<file path="src/rtl/input_event_queue.sv">
`default_nettype none
// ============================================================================
// Module   : input_event_queue
// Brief    : Debounced push-button event FIFO, drained by processor loads.
// Revision : 1.0
// ============================================================================
module input_event_queue #(
    parameter int unsigned DEPTH     = 8,
    parameter logic [15:0] DEBOUNCE  = 16'd50000,
    parameter logic [11:0] EVT_ADDR  = 12'hFF0,
    parameter logic [11:0] STAT_ADDR = 12'hFF1
) (
    input  logic        clk,
    input  logic        reset,
    input  logic [3:0]  btn,
    input  logic [11:0] address_dmem,
    input  logic        rden,
    input  logic        wren,
    output logic [31:0] q_evt,
    output logic        hit
);

    localparam int unsigned     c_aw       = (DEPTH > 1) ? $clog2(DEPTH) : 1;
    localparam int unsigned     c_cw       = c_aw + 1;
    localparam logic [15:0]     c_deb_last = DEBOUNCE - 16'd1;
    localparam logic [c_cw-1:0] c_full     = c_cw'(DEPTH);

    logic [3:0] w_rise;

    // Per-button 2-flop synchronizer and debounce counter.
    for (genvar i = 0; i < 4; i++) begin : g_btn
        logic        r_meta;
        logic        r_sync;
        logic        r_acc;
        logic [15:0] r_cnt;

        always_ff @(posedge clk or negedge reset) begin
            if (!reset) begin
                r_meta <= 1'b0;
                r_sync <= 1'b0;
                r_acc  <= 1'b0;
                r_cnt  <= 16'd0;
            end else begin
                r_meta <= btn[i];
                r_sync <= r_meta;
                if (r_sync == r_acc) begin
                    r_cnt <= 16'd0;
                end else if (r_cnt == c_deb_last) begin
                    r_acc <= r_sync;
                    r_cnt <= 16'd0;
                end else begin
                    r_cnt <= r_cnt + 16'd1;
                end
            end
        end

        assign w_rise[i] = (r_sync != r_acc) && (r_cnt == c_deb_last) && r_sync;
    end

    logic [3:0]      r_pending;
    logic [3:0]      w_grant;
    logic [2:0]      w_code;
    logic [c_aw-1:0] r_wptr;
    logic [c_aw-1:0] r_rptr;
    logic [c_cw-1:0] r_count;
    logic            r_ovf;
    logic [31:0]     r_q_evt;
    logic            r_hit;
    logic [2:0]      r_mem [DEPTH];

    assign w_grant = r_pending & (~r_pending + 4'd1);

    always_comb begin
        w_code = 3'd0;
        if (r_pending[0])      w_code = 3'd1;
        else if (r_pending[1]) w_code = 3'd2;
        else if (r_pending[2]) w_code = 3'd3;
        else if (r_pending[3]) w_code = 3'd4;
    end

    logic w_sel_evt;
    logic w_sel_stat;
    logic w_load_evt;
    logic w_load_stat;
    logic w_flush;
    logic w_stat_clr;
    logic w_empty;
    logic w_full;
    logic w_push_req;
    logic w_push;
    logic w_overflow;
    logic w_pop;

    assign w_sel_evt   = (address_dmem == EVT_ADDR);
    assign w_sel_stat  = (address_dmem == STAT_ADDR);
    assign w_load_evt  = rden && w_sel_evt;
    assign w_load_stat = rden && w_sel_stat;
    assign w_flush     = wren && w_sel_evt;
    assign w_stat_clr  = wren && w_sel_stat;
    assign w_empty     = (r_count == '0);
    assign w_full      = (r_count == c_full);
    assign w_push_req  = |r_pending;
    // A flush swallows the arbitrated event without counting it as an overflow.
    assign w_push      = w_push_req && !w_full && !w_flush;
    assign w_overflow  = w_push_req && w_full && !w_flush;
    assign w_pop       = w_load_evt && !w_empty && !w_flush;

    logic [7:0]  w_count8;
    logic [31:0] w_status;
    assign w_count8 = {{(8 - c_cw){1'b0}}, r_count};
    assign w_status = {16'd0, r_ovf, 7'd0, w_count8};

    always_ff @(posedge clk) begin
        if (w_push) begin
            r_mem[r_wptr] <= w_code;
        end
    end

    always_ff @(posedge clk or negedge reset) begin
        if (!reset) begin
            r_pending <= 4'd0;
            r_wptr    <= '0;
            r_rptr    <= '0;
            r_count   <= '0;
            r_ovf     <= 1'b0;
            r_q_evt   <= 32'd0;
            r_hit     <= 1'b0;
        end else begin
            // A press landing on an already-pending bit merges into it.
            r_pending <= (r_pending & ~w_grant) | w_rise;

            if (w_flush) begin
                r_wptr  <= '0;
                r_rptr  <= '0;
                r_count <= '0;
            end else begin
                if (w_push) r_wptr <= r_wptr + 1'b1;
                if (w_pop)  r_rptr <= r_rptr + 1'b1;
                r_count <= r_count + c_cw'(w_push) - c_cw'(w_pop);
            end

            if (w_overflow) begin
                r_ovf <= 1'b1;
            end else if (w_load_stat || w_stat_clr) begin
                r_ovf <= 1'b0;
            end

            if (w_load_evt) begin
                r_q_evt <= w_empty ? 32'd0 : {29'd0, r_mem[r_rptr]};
            end else if (w_load_stat) begin
                r_q_evt <= w_status;
            end

            r_hit <= w_load_evt || w_load_stat;
        end
    end

    assign q_evt = r_q_evt;
    assign hit   = r_hit;

endmodule
`default_nettype wire

</file>
<file path="config.mk">
export PLATFORM = sky130hd
export DESIGN_NAME = input_event_queue
export DESIGN_NICKNAME = d
export VERILOG_FILES = /design/src/rtl/input_event_queue.sv
export SDC_FILE = /design/constraint.sdc
export NUM_CORES = 1
export LEC_CHECK = 0
export BUFFER_PORTS_ARGS = -buffer_cell sky130_fd_sc_hd__buf_4
export CORE_UTILIZATION = 25
export DETAILED_ROUTE_END_ITERATION = 10
export GPL_TIMING_DRIVEN = 0
export HOLD_SLACK_MARGIN = 0.03
export SETUP_SLACK_MARGIN = 0.05
export SYNTH_ARGS = -nofsm -noshare
export SYNTH_HDL_FRONTEND = slang
export SYNTH_SLANG_ARGS = --single-unit
</file>
<file path="constraint.sdc">
create_clock -name clk -period 2.5 [get_ports clk]
set_clock_uncertainty 0.2 [all_clocks]
set_input_delay 0.75 -clock clk [delete_from_list [all_inputs] [get_ports clk]]
set_output_delay 0.75 -clock clk [all_outputs]
set_load 0.1 [all_outputs]
</file>
==> results.md <==
* Area leader, netlist: dfrtp_1
* Slew headroom at a little under a tenth
* Clock root buffer: clkbuf_16
* Final WL at 10400 um
* Gr ovfl total at 0
* Ant diodes at 0
* Die Area at 23700 sq um
* Maximum level of the CTS H-tree at 4
* Routed vias at just under 4000
* Sequential group share of total power at 40.3%
* Worst path slowest cell: fa_2
* Pre-antenna DRT Iters at 7
* EDFF count, synth at 24
* # IOs at 53
* Max incr delay on CP at 0.51 ns
* Synth Instances at 522
* Crit-path max FO at 2
* Total CTS buffers at 17
* Cell Pwr Density at 712 nW/um^2
* Total GRT Usage at 9.62%
* Clk sink count at 121
* Placed Cells incl. Taps at about 860
* Yosys warns at 0
* Slew Viols, Final at 0
* Global-route wire length before repair at 18400 um
* Top-area cell type share of the netlist area at 42.1%
* Setup WS post-layout at -0.123 ns
* Failing checks: DRC, setup timing
* CP bufs+invs at 3
* Worst path arrival time at 2.77 ns
* Fmax achieved at 381 MHz
* Crit. End Element: flip-flop
* Reg clk slew, reported paths at 0.06 ns
* Latest clock arrival within the worst-skew pair at 0.41 ns
* Number of max-cap violations at 0
* Mapped Area at approximately 5800 sq um
* Row Count at between 50 and 60
* Placed wire-length estimate at a little under 7000 um
* Die width at 154 um
* Netlist cell types at 43
* Crit path max-delay family: adder cells
* Buffers on Ports at 24
* CP most frequent cell: ha_4
* Mean Syn Cell Area at ~11 sq um
* Core ar. at about 23000 sq um
* Setup CP Type: primary input to flip-flop
* Register area at between 3000 and 4000 sq um
* Final instance area at a little over 7000 sq um
* Critical-path cell list: buf_6, nor4b_4, buf_4, nand3_4, nor3b_4, nor3_4, ha_4, inv_2, ha_4, fa_2, and2_4
* CTS tree: done
* Int Power at 3910 uW
* Layout cells sized above 1 at 20.9%
* Hold Crit Class: primary input to async pin
* Hold Vio Cnt, Final at 0
* Clock power frac at 50.9%
* #FFs+latches synth at 121
* Comb pwr share at ~8.7%
* Final core occ at around 32%
* Switching Fraction at 24.3%
* Startpoint Class: primary input
* Psw at about 1300 uW
* Top post-synthesis cells by area: dfrtp_1 (42%), edfxtp_1 (13%), xnor2_1 (7.5%), nor2_1 (5.3%), buf_4 (3.5%)
* Multi-input gate area at roughly 2500 sq um
* Largest net degree at the start of global routing at approximately 100
* CTS max path bufs at 2
* DRC at 2
* Antenna Violating Nets Remaining at 0
* Final TNS setup at -0.232 ns
* Antenna violations before repair at 0
* Synth top cells by count: dfrtp_1 (97), nor2_1 (81), xnor2_1 (49), buf_4 (27), nand2_1 (25)
* Most used DFF post-synth: dfrtp_1
* Req. time, crit path at 2.65 ns
* Ys async rst share at around four fifths
* Fill count at 2279
* Starting Density at 25.4%
* Routed len/inst at 11.6 um
* Final setup viols at 3
* Peak supply drop at 0.477 mV
* Layout area overhead at 25.9%
* Min Clock Period, post-route at approximately 2.6 ns
* Pleak at between 0.003 and 0.004 uW
* Placer Congestion at roughly 0.77
* Vias per cell at 4.31
* DP Area at 6440 sq um
* Post-route clock period utilization at 105%
* RSZ-0062 raised after global routing: true
* Nets at about 630
* DR iter-0 viols at 142
* Sequential area share after synthesis at a little over half
* Chip height at 154 um
* Outcome: complete, but fails checks
* Cell with the most instances after synthesis: dfrtp_1
* Non-filler instance count after layout at 896
* Slew @ Worst Pin at 1.34 ns
* Pwr Total at 5170 uW
* Vias in the first global route at around 3800
[cell families (layout without fill, tap and decap cells)]
family | count (synthesis) | in the layout | share of synthesized area (%)
AO/OA/AOI/OAI | 27 | 27 | 2.80
XOR/XNOR | 62 | 62 | 9.43
other | 1 | 27 | 0.0651
multiplexers | 14 | 14 | 3.89
flip-flops | 121 | 121 | 54.6
adder cells (fa/ha/maj) | 13 | 13 | 2.95
AND/OR/NAND/NOR | 230 | 230 | 20.9
buffers and inverters | 54 | 117 | 5.30
[layout make-up]
type / instances / share of cell area (%)
sequential: 121 / 43.4
multi-input combinational: 373 / 34.9
clock buffer: 19 / 6.24
tap: 285 / 4.92
timing repair buffer: 31 / 3.59
buffer: 36 / 3.43
clock inverter: 13 / 2.57
inverter: 18 / 0.966
[power groups by stage]
stage                     Combinational [uW]  Clock (uW)  Sequential [uW]
final                                    451        2630             2080
after global routing                     492        2780             2090
after CTS                                450        2690             2080
after detailed placement                 441           0             2120
after global placement                   437           0             2120
after floorplan                          352           0             2120
[placed cells by master, fill, tap and decap left out, drive strengths merged, types with 4 or more instances in the layout]
cell and count:
nand4 20, nor2 81, xnor2 49, clkbuf 26
nor3 17, dfrtp 97, edfxtp 24, nor3b 4
bufinv 4, conb 27, buf 60, o21ai 10
nand3 24, a21oi 8, nor4 18, mux4 6
and3 9, ha 12, nor4bb 7, xor2 13
inv 23, nand2 25, nor4b 8, mux2 7
[state kept, by name, indices dropped and copies added (netlist names)]
name,cells
g_btn.r_meta,4
hit,1
r_wptr,3
r_count,4
r_pending,4
q_evt,5
r_mem,24
g_btn.r_cnt,64
r_ovf,1
g_btn.r_acc,4
g_btn.r_sync,4
r_rptr,3
[what timing repair did]
action | CTS | global route
setup buffers | 2 | 4
gates resized for setup | 14 | 7
pin swaps | 9 | 10
endpoints found under the setup margin | 13 | 14
hold buffers | 0 | 0
[routing by layer]
metal  vias to the layer above  GRT usage (%)  wire, um  part of all wire (%)
li1                       1949              -         -                     -
met1                      1858           12.1      5070                    49
met2                        51           15.7      5010                    48
met3                         2           2.17       289                   2.8
met4                         0           4.48        63                  0.60
met5                         -              0         0                     0
[metrics by stage]
| step | setup slack (ns) | hold WS (ns) |
|---|---|---|
| final | -0.123 | 0.0830 |
| after global routing | -0.188 | 0.110 |
| after detailed placement | -0.812 | 0.142 |
| after floorplan | -0.444 | 0.131 |
| after CTS | -0.117 | 0.160 |
| after global placement | -0.784 | 0.135 |
[final timing paths]
kind / from / endpoint / slack (ns) / cells after the start
setup reg to reg: r_pending[1] / r_count[1] / 0.05 / 8
setup / recovery: address_dmem[3] / r_count[1] / -0.12 / 11
max in group asynchronous: reset / g_btn[0].r_cnt[0] / 1.33 / 2
hold reg to reg: g_btn[1].r_meta / g_btn[1].r_sync / 0.16 / 0
min in group clk: g_btn[1].r_meta / g_btn[1].r_sync / 0.16 / 0
hold / removal: reset / q_evt[15] / 0.08 / 1
Power figures use the tool's default switching activity.
